`config.mk`:
```
export PLATFORM = sky130hd
export DESIGN_NAME = mf_trigger_discriminator
export DESIGN_NICKNAME = d
export VERILOG_FILES = /design/src/rtl/mf_trigger_discriminator.sv
export SDC_FILE = /design/constraint.sdc
export NUM_CORES = 1
export LEC_CHECK = 0
export CORE_ASPECT_RATIO = 1.1
export CORE_MARGIN = 5
export CORE_UTILIZATION = 46
export DETAILED_ROUTE_END_ITERATION = 10
export PLACE_DENSITY = 0.68
export SYNTH_ARGS = -nofsm -noshare
export SYNTH_HDL_FRONTEND = slang
export SYNTH_SLANG_ARGS = --single-unit
```
`constraint.sdc`:
```
create_clock -name clk_i -period 10.3 [get_ports clk_i]
set_input_delay 3.09 -clock clk_i [delete_from_list [all_inputs] [get_ports clk_i]]
set_output_delay 3.09 -clock clk_i [all_outputs]
set_load 0.005 [all_outputs]
```
`src/rtl/mf_trigger_discriminator.sv`:
```
// Two-lane matched-filter trigger discriminator: threshold, peak-find, holdoff.
// Optional saturation veto is enabled by defining MF_TRIG_SAT_VETO_EN.
module mf_trigger_discriminator #(
  parameter int INBITS       = 16,
  parameter int HOLDOFF_BITS = 8,
  parameter int MAX_PEAK     = 64
) (
  input  logic                     clk_i,
  input  logic                     rst_i,
  input  logic                     en_i,
  input  logic signed [INBITS-1:0] in0_i,
  input  logic signed [INBITS-1:0] in1_i,
  input  logic [1:0]               sat_i,
  input  logic signed [INBITS-1:0] thresh_i,
  input  logic [HOLDOFF_BITS-1:0]  holdoff_i,
  output logic                     trig_valid_o,
  output logic signed [INBITS-1:0] trig_peak_o,
  output logic                     trig_lane_o,
  output logic [15:0]              trig_time_o,
  output logic [15:0]              trig_count_o,
  output logic                     sat_veto_o
);
  localparam int PKW = $clog2(MAX_PEAK + 1);

  typedef enum logic [1:0] {IDLE, ARMED, PEAK, HOLDOFF} state_t;

  state_t                    state;
  logic [15:0]               ts, sts;
  logic signed [INBITS-1:0]  s0, s1, thr_q;
  logic signed [INBITS-1:0]  pk_val, upd_val, ld_val;
  logic                      pk_lane, upd_lane, ld_lane;
  logic [15:0]               pk_time, upd_time;
  logic [PKW-1:0]            pk_cnt;
  logic [HOLDOFF_BITS-1:0]   hold_cnt;
  logic                      any_above, peak_done;
  logic                      pk_open, pk_cont, pk_close, win_vetoed;

  always_comb begin
    any_above = (s0 > thr_q) || (s1 > thr_q);
    peak_done = !any_above || (pk_cnt == PKW'(MAX_PEAK));
    ld_lane   = (s1 > s0);
    ld_val    = ld_lane ? s1 : s0;
    // lane 0 is the earlier sample, so it gets first claim on a new maximum
    upd_val   = pk_val;
    upd_lane  = pk_lane;
    upd_time  = pk_time;
    if (s0 > upd_val) begin
      upd_val  = s0;
      upd_lane = 1'b0;
      upd_time = sts;
    end
    if (s1 > upd_val) begin
      upd_val  = s1;
      upd_lane = 1'b1;
      upd_time = sts;
    end
    pk_open  = en_i && (state == ARMED) && any_above;
    pk_cont  = en_i && (state == PEAK) && !peak_done;
    pk_close = en_i && (state == PEAK) && peak_done;
  end

`ifdef MF_TRIG_SAT_VETO_EN
  logic [1:0] ssat;
  logic       mark, veto_q;

  always_ff @(posedge clk_i) begin
    if (rst_i) begin
      ssat   <= '0;
      mark   <= 1'b0;
      veto_q <= 1'b0;
    end else begin
      ssat   <= sat_i;
      veto_q <= pk_close && mark;
      if (pk_open)      mark <= |ssat;
      else if (pk_cont) mark <= mark | (|ssat);
    end
  end

  assign win_vetoed = mark;
  assign sat_veto_o = veto_q;
`else
  logic unused_sat;
  assign unused_sat = ^sat_i;
  assign win_vetoed = 1'b0;
  assign sat_veto_o = 1'b0;
`endif

  always_ff @(posedge clk_i) begin
    if (rst_i) begin
      state        <= IDLE;
      ts           <= '0;
      sts          <= '0;
      s0           <= '0;
      s1           <= '0;
      thr_q        <= '0;
      pk_val       <= '0;
      pk_lane      <= 1'b0;
      pk_time      <= '0;
      pk_cnt       <= '0;
      hold_cnt     <= '0;
      trig_valid_o <= 1'b0;
      trig_peak_o  <= '0;
      trig_lane_o  <= 1'b0;
      trig_time_o  <= '0;
      trig_count_o <= '0;
    end else begin
      ts           <= ts + 16'd1;
      sts          <= ts;
      s0           <= in0_i;
      s1           <= in1_i;
      trig_valid_o <= 1'b0;
      if (state == IDLE || state == ARMED) thr_q <= thresh_i;
      if (!en_i) begin
        state <= IDLE;
      end else begin
        case (state)
          IDLE: state <= ARMED;
          ARMED: if (pk_open) begin
            state   <= PEAK;
            pk_val  <= ld_val;
            pk_lane <= ld_lane;
            pk_time <= sts;
            pk_cnt  <= '0;
          end
          PEAK: if (pk_close) begin
            if (!win_vetoed) begin
              trig_valid_o <= 1'b1;
              trig_peak_o  <= pk_val;
              trig_lane_o  <= pk_lane;
              trig_time_o  <= pk_time;
              if (trig_count_o != 16'hFFFF) trig_count_o <= trig_count_o + 16'd1;
            end
            hold_cnt <= holdoff_i;
            state    <= (holdoff_i == '0) ? ARMED : HOLDOFF;
          end else begin
            pk_val  <= upd_val;
            pk_lane <= upd_lane;
            pk_time <= upd_time;
            pk_cnt  <= pk_cnt + PKW'(1);
          end
          HOLDOFF: begin
            if (hold_cnt <= HOLDOFF_BITS'(1)) state <= ARMED;
            else hold_cnt <= hold_cnt - HOLDOFF_BITS'(1);
          end
          default: state <= IDLE;
        endcase
      end
    end
  end
endmodule

```
# Yosys cells after proc, flatten, opt, wreduce, memory -nomap -nowiden

Cells that the tools add are included.

Register bits: 180
Input port bits: 61
Output and inout port bits: 51
Word-level logic and storage cells: 87

Add/subtract/negate cells: 4
$lt $le $gt $ge: 6
Eq/ne operators: 11
Mux-type cells: 28
Bitwise gates (word level): 2
Reductions and logical operators: 20

Operators with widths:

| operator                                                        | count |
|---|---|
| 2-to-1 mux 16 bit                                               | 9 |
| greater-than comparator 16 bit                                  | 5 |
| case mux 16 bit (2 select lines)                                | 2 |
| adder 16 x 1 -> 16 bit (second input constant)                  | 2 |
| 2-to-1 mux 8 bit                                                | 2 |
| inequality test 16 bit (second input constant)                  | 1 |
| case mux 8 bit (2 select lines)                                 | 1 |
| 2-to-1 mux 7 bit                                                | 2 |
| case mux 7 bit (2 select lines)                                 | 1 |
| AND reduction 4 bit                                             | 3 |
| inequality test 2 bit (second input constant)                   | 5 |
| less-or-equal comparator 8 x 1 -> 1 bit (second input constant) | 1 |
| logical NOT 8 bit                                               | 1 |
| 2-to-1 mux 2 bit                                                | 4 |
| case mux 2 bit (4 select lines)                                 | 1 |
| subtractor 8 x 1 -> 8 bit (second input constant)               | 1 |
| adder 7 x 1 -> 7 bit (second input constant)                    | 1 |
| equality test 7 bit (second input constant)                     | 1 |
| AND reduction 3 bit                                             | 2 |
| 2-to-1 mux 1 bit                                                | 5 |
| AND reduction 5 bit                                             | 1 |
| equality test 2 bit (second input constant)                     | 2 |
| logical AND 1 bit                                               | 4 |
| nonzero test 2 bit                                              | 2 |
| 9 further kinds                                                 | 12 |

# Logic depth before layout (Yosys ltp)

Gate-level depths: netlist of run 1.

Depth after elaboration: 7
Mapped depth: 21
Gate-level depth less buffers: 17

# Worst setup path after synthesis of run 1

No wires, ideal clock.

Path kind: register -> register
From: register pk_val[15]
To: register (tool-made name)
Setup time: 0.088 ns
Data arrival time: 4.419 ns
Data required time: 10.212 ns
Setup slack: 5.792 ns
Stages on the path, launching flop included: 21
Path buffers: 4
Clock period less this slack: 4.508 ns
Path through: dfxtp_1 > inv_1 > ha_1 > nand3_1 > nor4_1 > a21boi_1 > nor4b_1 > a211oi_1 > buf_4 > buf_4 > mux2i_1 > ha_1 > nand4_1 > or4_1 > a21o_1 > a31o_1 > a31o_4 > o21a_4 > buf_6 > buf_12 > a311oi_2

RTL lines:

| item                   | line | RTL |
|---|---|---|
| start, declared        | 30   | `logic signed [INBITS-1:0] pk_val, upd_val, ld_val;` |
| start signal, assigned | 120  | `pk_val <= ld_val;` |
| start signal, assigned | 136  | `pk_val <= upd_val;` |

# Worst setup path after layout of run 1

From: register pk_val[15]
To: register pk_val[0]

Word-level cells in the longest chain between the ends: 6

Ends and longest elaborated chain:

| item                               | line | RTL |
|---|---|---|
| greater-than comparator 16 bit     | 47   | `if (s0 > upd_val) begin` |
| 2-to-1 mux 16 bit *                | 47   |  |
| greater-than comparator 16 bit     | 52   | `if (s1 > upd_val) begin` |
| 2-to-1 mux 16 bit *                | 52   |  |
| 2-to-1 mux 16 bit *                | 125  | `PEAK: if (pk_close) begin` |
| case mux 16 bit (2 select lines) * | 116  | `case (state)` |

Mark *: on every way between the ends. The rest lies on a longest branch, timed or not. The select of a mux whose other input is x is not followed.
A chain may end at the register's enable or synchronous reset.

==> results of run 1 <==
## state kept, by name, summed over array words and instances (netlist names), 2 cells and up, named ones only
| register | flops |
|---|---|
| hold_cnt | 8 |
| pk_cnt | 7 |
| pk_time | 16 |
| pk_val | 15 |
| s0 | 16 |
| s1 | 16 |
| state | 2 |
| sts | 16 |
| thr_q | 16 |
| trig_count_o | 16 |
| trig_peak_o | 16 |
| trig_time_o | 16 |
| ts | 16 |
## layer usage
metal | global-route usage, % | part of all wire, % | up-vias
met5 | 0 | 0 | -
met4 | 6.277 | 2.2 | 0
met3 | 3.421 | 4.1 | 32
met2 | 31.35 | 47 | 158
met1 | 25.72 | 47 | 3436
li1 | - | - | 3792
## cells in the final DEF, fill, tap and decap left out, types with 4 or more instances in the layout
cell,synthesis,routed
nor2_1,119,119
o22ai_1,4,4
nand3_1,21,21
nand2_1,80,80
nor4_1,6,6
ha_1,91,91
a211oi_1,14,13
nand2b_1,4,4
nor3_1,6,6
and2_1,5,5
and4_1,6,6
inv_1,72,72
clkdlybuf4s50_1,0,107
clkbuf_16,0,17
o21a_1,7,7
xor2_1,29,29
nor2b_1,61,61
o211ai_1,9,9
and3_1,18,18
nand4_1,23,23
o21ai_0,33,33
a21oi_1,73,73
dfxtp_1,180,180
inv_6,0,4
mux2i_1,67,67
a21boi_0,5,5
a31oi_1,4,4
a21o_1,8,8
buf_4,8,7
a221o_1,8,8
xnor2_1,4,4
## critical path, cell delays in order (launching register included)
cell      delay [ns]
dfxtp_1         0.41
inv_1           0.09
ha_1            0.33
nand3_1         0.13
nor4_1          0.34
a21boi_1        0.26
nor4b_1         0.11
a211oi_4        0.69
buf_4           0.34
mux2i_1         0.27
ha_1            0.17
nand4_1         0.16
or4_1           0.55
a21o_1          0.19
nand4_1         0.18
and4_1          0.76
a221oi_1        0.20
a211oi_1        0.24
## kinds of logic after synthesis
kind of cell / count (synthesis) / synth area share, %
and+or+nand+nor: 359 / 18.81
AOI/OAI and AO/OA: 195 / 13.90
DFF: 180 / 38.89
buffers and inverters: 121 / 5.591
adders and majority gates: 91 / 12.29
muxes: 68 / 7.360
xor gates and xnor gates: 33 / 3.119
other: 1 / 0.04047
## where the power goes
group / leakage, nW / internal [W] / switching (W)
registers: 1.46 / 0.000712 / 0.0000189
clock network: 0.287 / 0.000351 / 0.000302
logic: 2.61 / 0.0000950 / 0.000122
total: 4.36 / 0.00116 / 0.000442
## stage by stage
step                      hold WS (ns)  std cells  util, %  total power, W
after floorplan                 0.4214       1048        -       0.0008915
after global placement          0.4387       1366    52.72       0.0009587
after detailed placement        0.4458       1366    52.72       0.0009621
after CTS                       0.4555       1398    55.74        0.001616
after global routing            0.4691       1398    55.74        0.001679
final                           0.4544       1398    55.74        0.001601
## area by class of cell
type                       instances  area share [%]
clock buffer                      18           3.966
clock inverter                    14           1.458
inverter                          73           2.475
multi-input combinational        747           46.57
sequential                       180           32.54
tap                              252           2.847
timing repair buffer             114           10.15
## worst max-delay path by stage
| stage | start | end | slack [ns] | cells past startpoint |
|---|---|---|---|---|
| floorplan | pk_val[15] | register | 5.79 | 20 |
| detailed placement | pk_val[15] | pk_val[0] | 4.84 | 17 |
| finish | pk_val[15] | pk_val[0] | 4.79 | 17 |
| CTS | pk_val[15] | pk_val[0] | 4.81 | 17 |
| global placement | pk_val[15] | pk_val[0] | 4.87 | 17 |
| global route | pk_val[15] | pk_val[0] | 4.30 | 17 |
==> summary.md, run 1 <==
| Metric | Value |
|---|---|
| Outcome | complete, no violations |
| Largest area contributor in the netlist | dfxtp_1 |
| CTS Root Cell | clkbuf_16 |
| FF/Latch Area | ~3600 µm² |
| Worst EP arrival | roughly 6 ns |
| Global-route wire length before repair | between 30 and 40 mm |
| Post-CTS Setup Bufs | 0 |
| Setup-failing EPs final | 0 |
| Max VDD drop | around 0.00011 V |
| Setup CP Type | reg2reg |
| CTS resizes | 0 |
| Top cells by count, synth | dfxtp_1 (180), nor2_1 (119), ha_1 (91) |
| Initial core utilization | a little under half |
| Max frequency | between 0.15 and 0.2 GHz |
| Crit Reg-Reg Startpoint | pk_val[15] |
| Placeable core region | around 20,000 µm² |
| Area post-placement | between 10,000 and 15,000 µm² |
| Most frequent cell after synthesis | dfxtp_1 |
| Final period utilization | ~54% |
| Max clock buf depth | 2 |
| Largest net degree at the start of global routing | 100 |
| DRC viols | 0 |
| Final Hold Fails | 0 |
| Boundary Pins | 112 |
| Clock-pin slew on the worst setup and hold paths | roughly 0.07 ns |
| Yosys warns | 0 |
| Place WS | roughly 4.8 ns |
| Worst-Skew Late Latency | about 0.43 ns |
| CTS Hold Bufs | 0 |
| Initial DRT Pass Iterations | 5 |
| Syn Inst Count | between 1,000 and 1,500 |
| Syn-to-layout area delta | 19.51% |
| Congestion Overflow GR | 0 |
| PortBufs | about 110 |
| Reg2reg setup slack | ~4.8 ns |
| Maxcap violations | 0 |
| DR iter-0 viols | ~340 |
| DP HPWL | 16.13 mm |
| Distinct cell type count after synthesis | between 60 and 70 |
| Number of global-route vias before repair | ~7,000 |
| WL/cell | 15.95 µm |
| Post-synth top flop | dfxtp_1 |
| Die extent in y | 158.9 µm |
| HP Class | reg2reg |
| Worst Hold Depth | 2 |
| Minimum clock period | between 5 and 6 ns |
| Register area share after synthesis | between 30% and 40% |
| CTS tree | yes |
| RSZ-0062 raised after global routing | false |
| Crit path launch type | register |
| Total CTS buffers | 17 |
| Row count | 54 |
| Max-slew violation count | 0 |
| Max-slew headroom | between 20% and 30% |
| Area of the multi-input gates | a little over 5000 µm² |
| Post-synth EDFFs | 0 |
| R2R depth | 17 |
| Area contributors post-synth | dfxtp_1 (39%), ha_1 (12%), mux2i_1 (7.2%) |
| Remaining antenna violation count | 0 |
| Yosys top cell area share | approximately two fifths |
| Hold Path End | thr_q[2] |
| Antenna violations before repair | 0 |
| Fraction of layout cells with a size suffix above 1 | between 4 and 5% |
| Mapped Area | just over 9000 µm² |
| Ant. Diodes | 0 |
| Async SR Flop Fraction | 0% |
| GRT Overall Usage | between 10% and 20% |
| Final GP Congestion | 0.8773 |
| Filler cells | approximately 1,900 |
| Slew @ Worst Pin | around 1.0 ns |
| H-tree Lvls | 4 |
| CP required | ~11 ns |
| Die width | 145.3 µm |
| Via count | between 7,000 and 8,000 |
| Nets | between 1,000 and 1,500 |
| Flops & latches, synth | 180 |
| Clock sink count | 180 |
| Design area | ~11,000 µm² |
| Leak Pwr | 4.361 nW |
| Syn nets | approximately 1,200 |
| Crit end category | register |
| Worst Skew | between 0.01 and 0.015 ns |
| Syn avg cell area | 8.841 µm² |
| PD cells | 144.6 nW/µm² |
| R2r endpoint | pk_val[0] |
| Worst hold start | thr_q[2] |
| Crit Path Max Fanout | 17 |
| DRT Wirelength | between 20 and 25 mm |
| Average vias per placed instance | around 5.3 |
| Setup slack after layout | around 4.8 ns |
| Fin Setup TNS | 0 ns |
| Total die area | 23,080 µm² |
Power figures use the tool's default switching activity.
==> inputs of run 2 (changes only) <==
--- a/config.mk
+++ b/config.mk
@@ -9,7 +9,7 @@
 export CORE_MARGIN = 5
 export CORE_UTILIZATION = 46
 export DETAILED_ROUTE_END_ITERATION = 10
-export PLACE_DENSITY = 0.68
+export PLACE_DENSITY = 0.7
 export SYNTH_ARGS = -nofsm -noshare
 export SYNTH_HDL_FRONTEND = slang
 export SYNTH_SLANG_ARGS = --single-unit
==> constraint.sdc (replaced) <==
create_clock -name clk_i -period 4.4 [get_ports clk_i]
set_input_delay 1.32 -clock clk_i [delete_from_list [all_inputs] [get_ports clk_i]]
set_output_delay 1.32 -clock clk_i [all_outputs]
set_load 0.005 [all_outputs]
==> summary.md, run 2 (synthesis gave the netlist of run 1 again) <==
| Metric | Value |
|---|---|
| Outcome | finished, violations left |
| Setup slack after layout | -0.002459 ns |
| Boundary Pins | between 100 and 150 |
| DRT Wirelength | around 24 mm |
| P_int | 0.002765 W |
| Syn-to-layout area delta | 28.08% |
| Largest net degree at the start of global routing | 63 |
| Met2 usage | between 30% and 40% |
| M1 GR Usage | between 20 and 25% |
| Number of global-route vias before repair | around 7,600 |
| Remaining antenna violation count | 0 |
| Critical path's most frequent cell | a31o_4 |
| Largest stage delay on the critical path | around 0.55 ns |
| Failing checks | setup timing |
| Place WS | -0.1574 ns |
| DR iter-0 viols | between 300 and 400 |
| CTS Hold Bufs | 0 |
| Initial DRT Pass Iterations | 5 |
| Ant. Diodes | 0 |
| Worst-Skew Late Latency | about 0.43 ns |
| DRC viols | 0 |
| Row count | 54 |
| Most frequent cells in the layout | dfxtp_1 (168), nor2_1 (119), clkdlybuf4s50_1 (107), nand2_1 (80), ha_1 (80) |
| Switching share of power | 27.65% |
| H-tree Lvls | 4 |
| PD cells | ~320 nW/µm² |
| Design area | ~12,000 µm² |
| Clock Power Share | a little under two fifths |
| Crit Path Max Fanout | 5 |
| Crit end category | register |
| Placeable core region | roughly 20,000 µm² |
| Max VDD drop | 0.0002654 V |
| Clock sink count | 180 |
| Final GP Congestion | 0.9098 |
| RSZ-0062 raised after global routing | true |
| Final period utilization | 100.1% |
| Fin cells | approximately 1,500 |
| HP Class | reg2reg |
| PortBufs | about 110 |
| Gr busiest metal | met2 |
| Critical path, cell by cell | inv_1, ha_4, nor2b_2, o211ai_1, buf_4, a21boi_4, o21ba_2, a211oi_4, buf_6, mux2i_2, ha_1, nand2_1, or4_4, a21o_1, a31o_4, a31o_4, o21a_2, a311oi_2 |
| Commonest non-fill, non-tap cell in the layout | dfxtp_1 |
| Slowest CP cell | or4_4 |
| CP required | approximately 4.7 ns |
| Fraction of layout cells with a size suffix above 1 | a little over an eighth |
| CTS tree | yes |
| Final hold slack | between 0.4 and 0.5 ns |
| Die width | roughly 150 µm |
| Maxcap violations | 0 |
| Max-slew violation count | 0 |
| Reg2reg setup slack | -0.002 ns |
| Antenna violations before repair | 0 |
| Setup-failing EPs final | 1 |
| Die extent in y | 158.9 µm |
| Setup CP Type | reg2reg |
| Global-route wire length before repair | ~38 mm |
| Worst Skew | 0.009808 ns |
| Max-slew headroom | ~30% |
| Area of the multi-input gates | roughly 5500 µm² |
| Minimum clock period | roughly 4.4 ns |
| WL/cell | between 15 and 20 µm |
| Slew @ Worst Pin | 1.042 ns |
| Worst EP arrival | between 4 and 5 ns |
| Area post-placement | 10,910 µm² |
| Filler cells | between 1,500 and 2,000 |
| Final Hold Fails | 0 |
| Congestion Overflow GR | 0 |
| Met3 GRT Util | 5.331% |
| FF/Latch Area | 3618 µm² |
| Via count | approximately 7,700 |
| CTS Root Cell | clkbuf_16 |
| Clock-pin slew on the worst setup and hold paths | 0.07 ns |
| Nets | roughly 1,400 |
| Total CTS buffers | 17 |
| GRT Overall Usage | ~20% |
| Dpl cells | 1,424 |
| CP top delay family | compound AO/OA/AOI/OAI gates |
| Crit path launch type | register |
| Initial core utilization | a little under half |
| Average vias per placed instance | between 5 and 6 |
| Total die area | around 23,000 µm² |
| DP HPWL | between 15 and 20 mm |
| Leak Pwr | roughly 4.7 nW |
| Max clock buf depth | 2 |
| Switch Pwr | 0.001057 W |
| Flop pwr share | between 40 and 50% |
| Buf+Inv Stages, Crit Path | 3 |
| Combinational fraction of design power | 17.0% |
| Max frequency | about 0.23 GHz |
[run 2: changes by cell type in the layout (fill, tap and decap cells not counted), moves of 6 or more]
cell	previous run	this run
buf_4	7	63
buf_6	0	6
dfxtp_1	180	168
dfxtp_2	0	12
ha_1	91	80
ha_4	0	11
inv_1	72	66
inv_2	0	6
o21ai_0	33	21
o21ai_1	2	12
[run 2: per-layer routing]
layer / routed length, µm / share of wire (%)
met5: 0 / 0
met4: 489 / 2.0
met3: 1150 / 4.8
met2: 11680 / 49
met1: 10650 / 44
[run 2: what timing repair did]
item | 4_1_cts | 5_1_grt
setup buffers | 0 | 5
gates cloned | 1 | 1
gates resized for setup | 14 | 65
endpoints found under the setup margin | 33 | 33
pin swaps | 3 | 24
[run 2: worst min-delay path, cell delays in order, from the launching register on]
cell and delay, ns:
dfxtp_1 0.31, nand2_1 0.05, a21oi_1 0.05
[run 2: area by class of cell]
class                   count  share of cell area (%)
well taps                 252                   2.657
inverters                  73                   2.309
repair buffers            177                   13.71
clock buffers              18                   3.617
multi-input cells         749                   46.17
flip-flops and latches    180                   30.49
clock inverters            12                   1.044
[run 2: worst paths after layout]
kind | startpoint | endpoint | depth (start not counted)
max | register | register | 18
min | thr_q[3] | thr_q[3] | 2
min reg2reg | thr_q[3] | thr_q[3] | 2
max reg2reg | register | register | 18
[run 2: power by group through the flow]
stage	sequential [W]	clock, W	combinational (W)
finish	0.00171	0.00146	0.000650
global route	0.00171	0.00157	0.000718
CTS	0.00170	0.00149	0.000597
detailed placement	0.00174	0	0.000572
global placement	0.00174	0	0.000561
floorplan	0.00173	0	0.000360
[run 2: through the flow]
| step | TNS, ns | total power [W] | util, % |
|---|---|---|---|
| 2_1_floorplan | 0 | 0.002091 | - |
| 3_3_place_gp | -0.03617 | 0.002300 | 54.93 |
| 3_5_place_dp | -3.839 | 0.002312 | 54.93 |
| 4_1_cts | -0.0001230 | 0.003788 | 58.11 |
| 5_1_grt | -4.967 | 0.003998 | 59.74 |
| 6_report | -0.002459 | 0.003822 | 59.74 |
==> inputs of run 3 (changes only) <==
--- a/config.mk
+++ b/config.mk
@@ -7,9 +7,8 @@
 export LEC_CHECK = 0
 export CORE_ASPECT_RATIO = 1.1
 export CORE_MARGIN = 5
-export CORE_UTILIZATION = 46
+export CORE_UTILIZATION = 35
 export DETAILED_ROUTE_END_ITERATION = 10
-export PLACE_DENSITY = 0.7
 export SYNTH_ARGS = -nofsm -noshare
 export SYNTH_HDL_FRONTEND = slang
 export SYNTH_SLANG_ARGS = --single-unit
==> summary.md, run 3 (synthesis gave the netlist of run 1 again) <==
| Metric | Value |
|---|---|
| Largest stage delay on the critical path | 0.50 ns |
| Area post-placement | between 10,000 and 15,000 µm² |
| Final hold slack | ~0.45 ns |
| Placeable core region | 26,140 µm² |
| Switch Pwr | around 0.0012 W |
| Worst EP arrival | around 4.8 ns |
| Flop pwr share | about 43% |
| Switching share of power | 30.07% |
| Setup-failing EPs final | 10 |
| Antenna violations before repair | 1 |
| Leak Pwr | between 4 and 5 nW |
| Commonest non-fill, non-tap cell in the layout | dfxtp_1 |
| Congestion Overflow GR | 0 |
| CP required | 4.74 ns |
| Slowest CP cell | or4_4 |
| Combinational fraction of design power | between 10% and 20% |
| Boundary Pins | between 100 and 150 |
| Crit end category | register |
| Failing checks | setup timing |
| Max frequency | 0.2259 GHz |
| Total die area | 29,830 µm² |
| Die extent in y | approximately 180 µm |
| Total CTS buffers | 17 |
| Buf+Inv Stages, Crit Path | 2 |
| Fin cells | ~1,600 |
| Max clock buf depth | 2 |
| Worst-Skew Late Latency | roughly 0.44 ns |
| WL/cell | between 15 and 20 µm |
| Syn-to-layout area delta | 31.36% |
| DR iter-0 viols | approximately 290 |
| RSZ-0062 raised after global routing | true |
| DRC viols | 0 |
| Global-route wire length before repair | 38.96 mm |
| Nets | 1,350 |
| Reg2reg setup slack | -0.03 ns |
| Critical path, cell by cell | ha_4, nor2b_1, o211ai_1, a21boi_4, o21ba_4, a211oi_4, buf_12, buf_12, mux2i_4, ha_4, nand4_1, or4_4, a21o_1, a31o_1, a31o_4, o21a_4, a311oi_2 |
| Die width | around 170 µm |
| Number of global-route vias before repair | 7,520 |
| Row count | 62 |
| Crit Path Max Fanout | 8 |
| Minimum clock period | around 4.4 ns |
| P_int | about 0.0028 W |
| Fraction of layout cells with a size suffix above 1 | between 10% and 20% |
| Max-slew headroom | between 30% and 40% |
| Max VDD drop | between 0.0002 and 0.0003 V |
| Initial core utilization | 35.44% |
| Remaining antenna violation count | 0 |
| Outcome | finished, violations left |
| Final period utilization | 100.6% |
| Initial DRT Pass Iterations | 4 |
| Design area | roughly 12,000 µm² |
| Final GP Congestion | between 0.8 and 0.9 |
| Slew @ Worst Pin | 1.003 ns |
| PortBufs | 108 |
| Clock-pin slew on the worst setup and hold paths | approximately 0.070 ns |
| DRT Wirelength | around 24 mm |
| Dpl cells | 1,522 |
| Average vias per placed instance | between 4 and 5 |
| GRT Overall Usage | around 16% |
| Final Hold Fails | 0 |
| Via count | just under 8,000 |
| Largest net degree at the start of global routing | 63 |
| Max-slew violation count | 0 |
| Clock sink count | 180 |
| PD cells | about 330 nW/µm² |
| H-tree Lvls | 4 |
| CP top delay family | compound AO/OA/AOI/OAI gates |
| HP Class | reg2reg |
| CTS Root Cell | clkbuf_16 |
| Worst Skew | roughly 0.018 ns |
| DP HPWL | between 15 and 20 mm |
| Maxcap violations | 0 |
| CTS tree | yes |
| Most frequent cells in the layout | dfxtp_1 (173), nor2_1 (119), clkdlybuf4s50_1 (107), ha_1 (80), nand2_1 (79) |
| Clock Power Share | between 40% and 50% |
| Crit path launch type | register |
| Setup CP Type | reg2reg |
| Setup slack after layout | -0.02581 ns |
==> run 3: area by class of cell <==
| class | instances | area (µm²) |
|---|---|---|
| antenna | 1 | 2.502 |
| timing repair buffer | 176 | 1633 |
| sequential | 180 | 3612 |
| inverter | 73 | 274.0 |
| tap | 352 | 440.4 |
| clock buffer | 17 | 425.4 |
| multi-input combinational | 750 | 5558 |
| fill | 2542 | 13970 |
| clock inverter | 15 | 225.2 |
==> run 3: worst min-delay path, cell delays in order, from the launching register on <==
cell and delay (ns):
dfxtp_1 0.31, nand2_1 0.05, a21oi_1 0.05
==> run 3: metrics by stage <==
step           utilization, %  worst slack (ns)  setup TNS [ns]  total power [W]
2_1_floorplan               -          0.005815               0         0.002091
3_3_place_gp            42.26           -0.1078          -2.739         0.002318
3_5_place_dp            42.26           -0.1103          -2.574         0.002324
4_1_cts                 44.94           0.01107               0         0.003976
5_1_grt                 46.55           -0.2519          -5.780         0.004186
6_report                46.55          -0.02581         -0.1043         0.003999
==> run 3: what timing repair did <==
item	4_1_cts	5_1_grt
gates cloned	1	2
endpoints found under the setup margin	33	33
buffers inserted	1	6
gates resized for setup	7	74
hold buffers	0	0
pin swaps	2	31
==> run 3: final timing paths <==
kind | start | endpoint | cells after the start
setup / recovery | s0[1] | register | 17
setup reg to reg | s0[1] | register | 17
hold reg to reg | thr_q[1] | thr_q[1] | 2
hold / removal | thr_q[1] | thr_q[1] | 2
==> run 3: per-layer routing <==
metal  vias to the layer above  track usage, %  routed length (µm)
li1                       3943               -                   -
met1                      3604           21.54               11210
met2                       117           26.39               11860
met3                        21           3.615                1077
met4                         0           4.859                 313
met5                         -               0                   0
==> run 3: power by group through the flow <==
stage               logic (W)  registers [W]  clock network, W
floorplan            0.000360        0.00173                 0
global placement     0.000579        0.00174                 0
global route         0.000745        0.00171           0.00173
CTS                  0.000605        0.00170           0.00167
detailed placement   0.000585        0.00174                 0
finish               0.000675        0.00171           0.00162
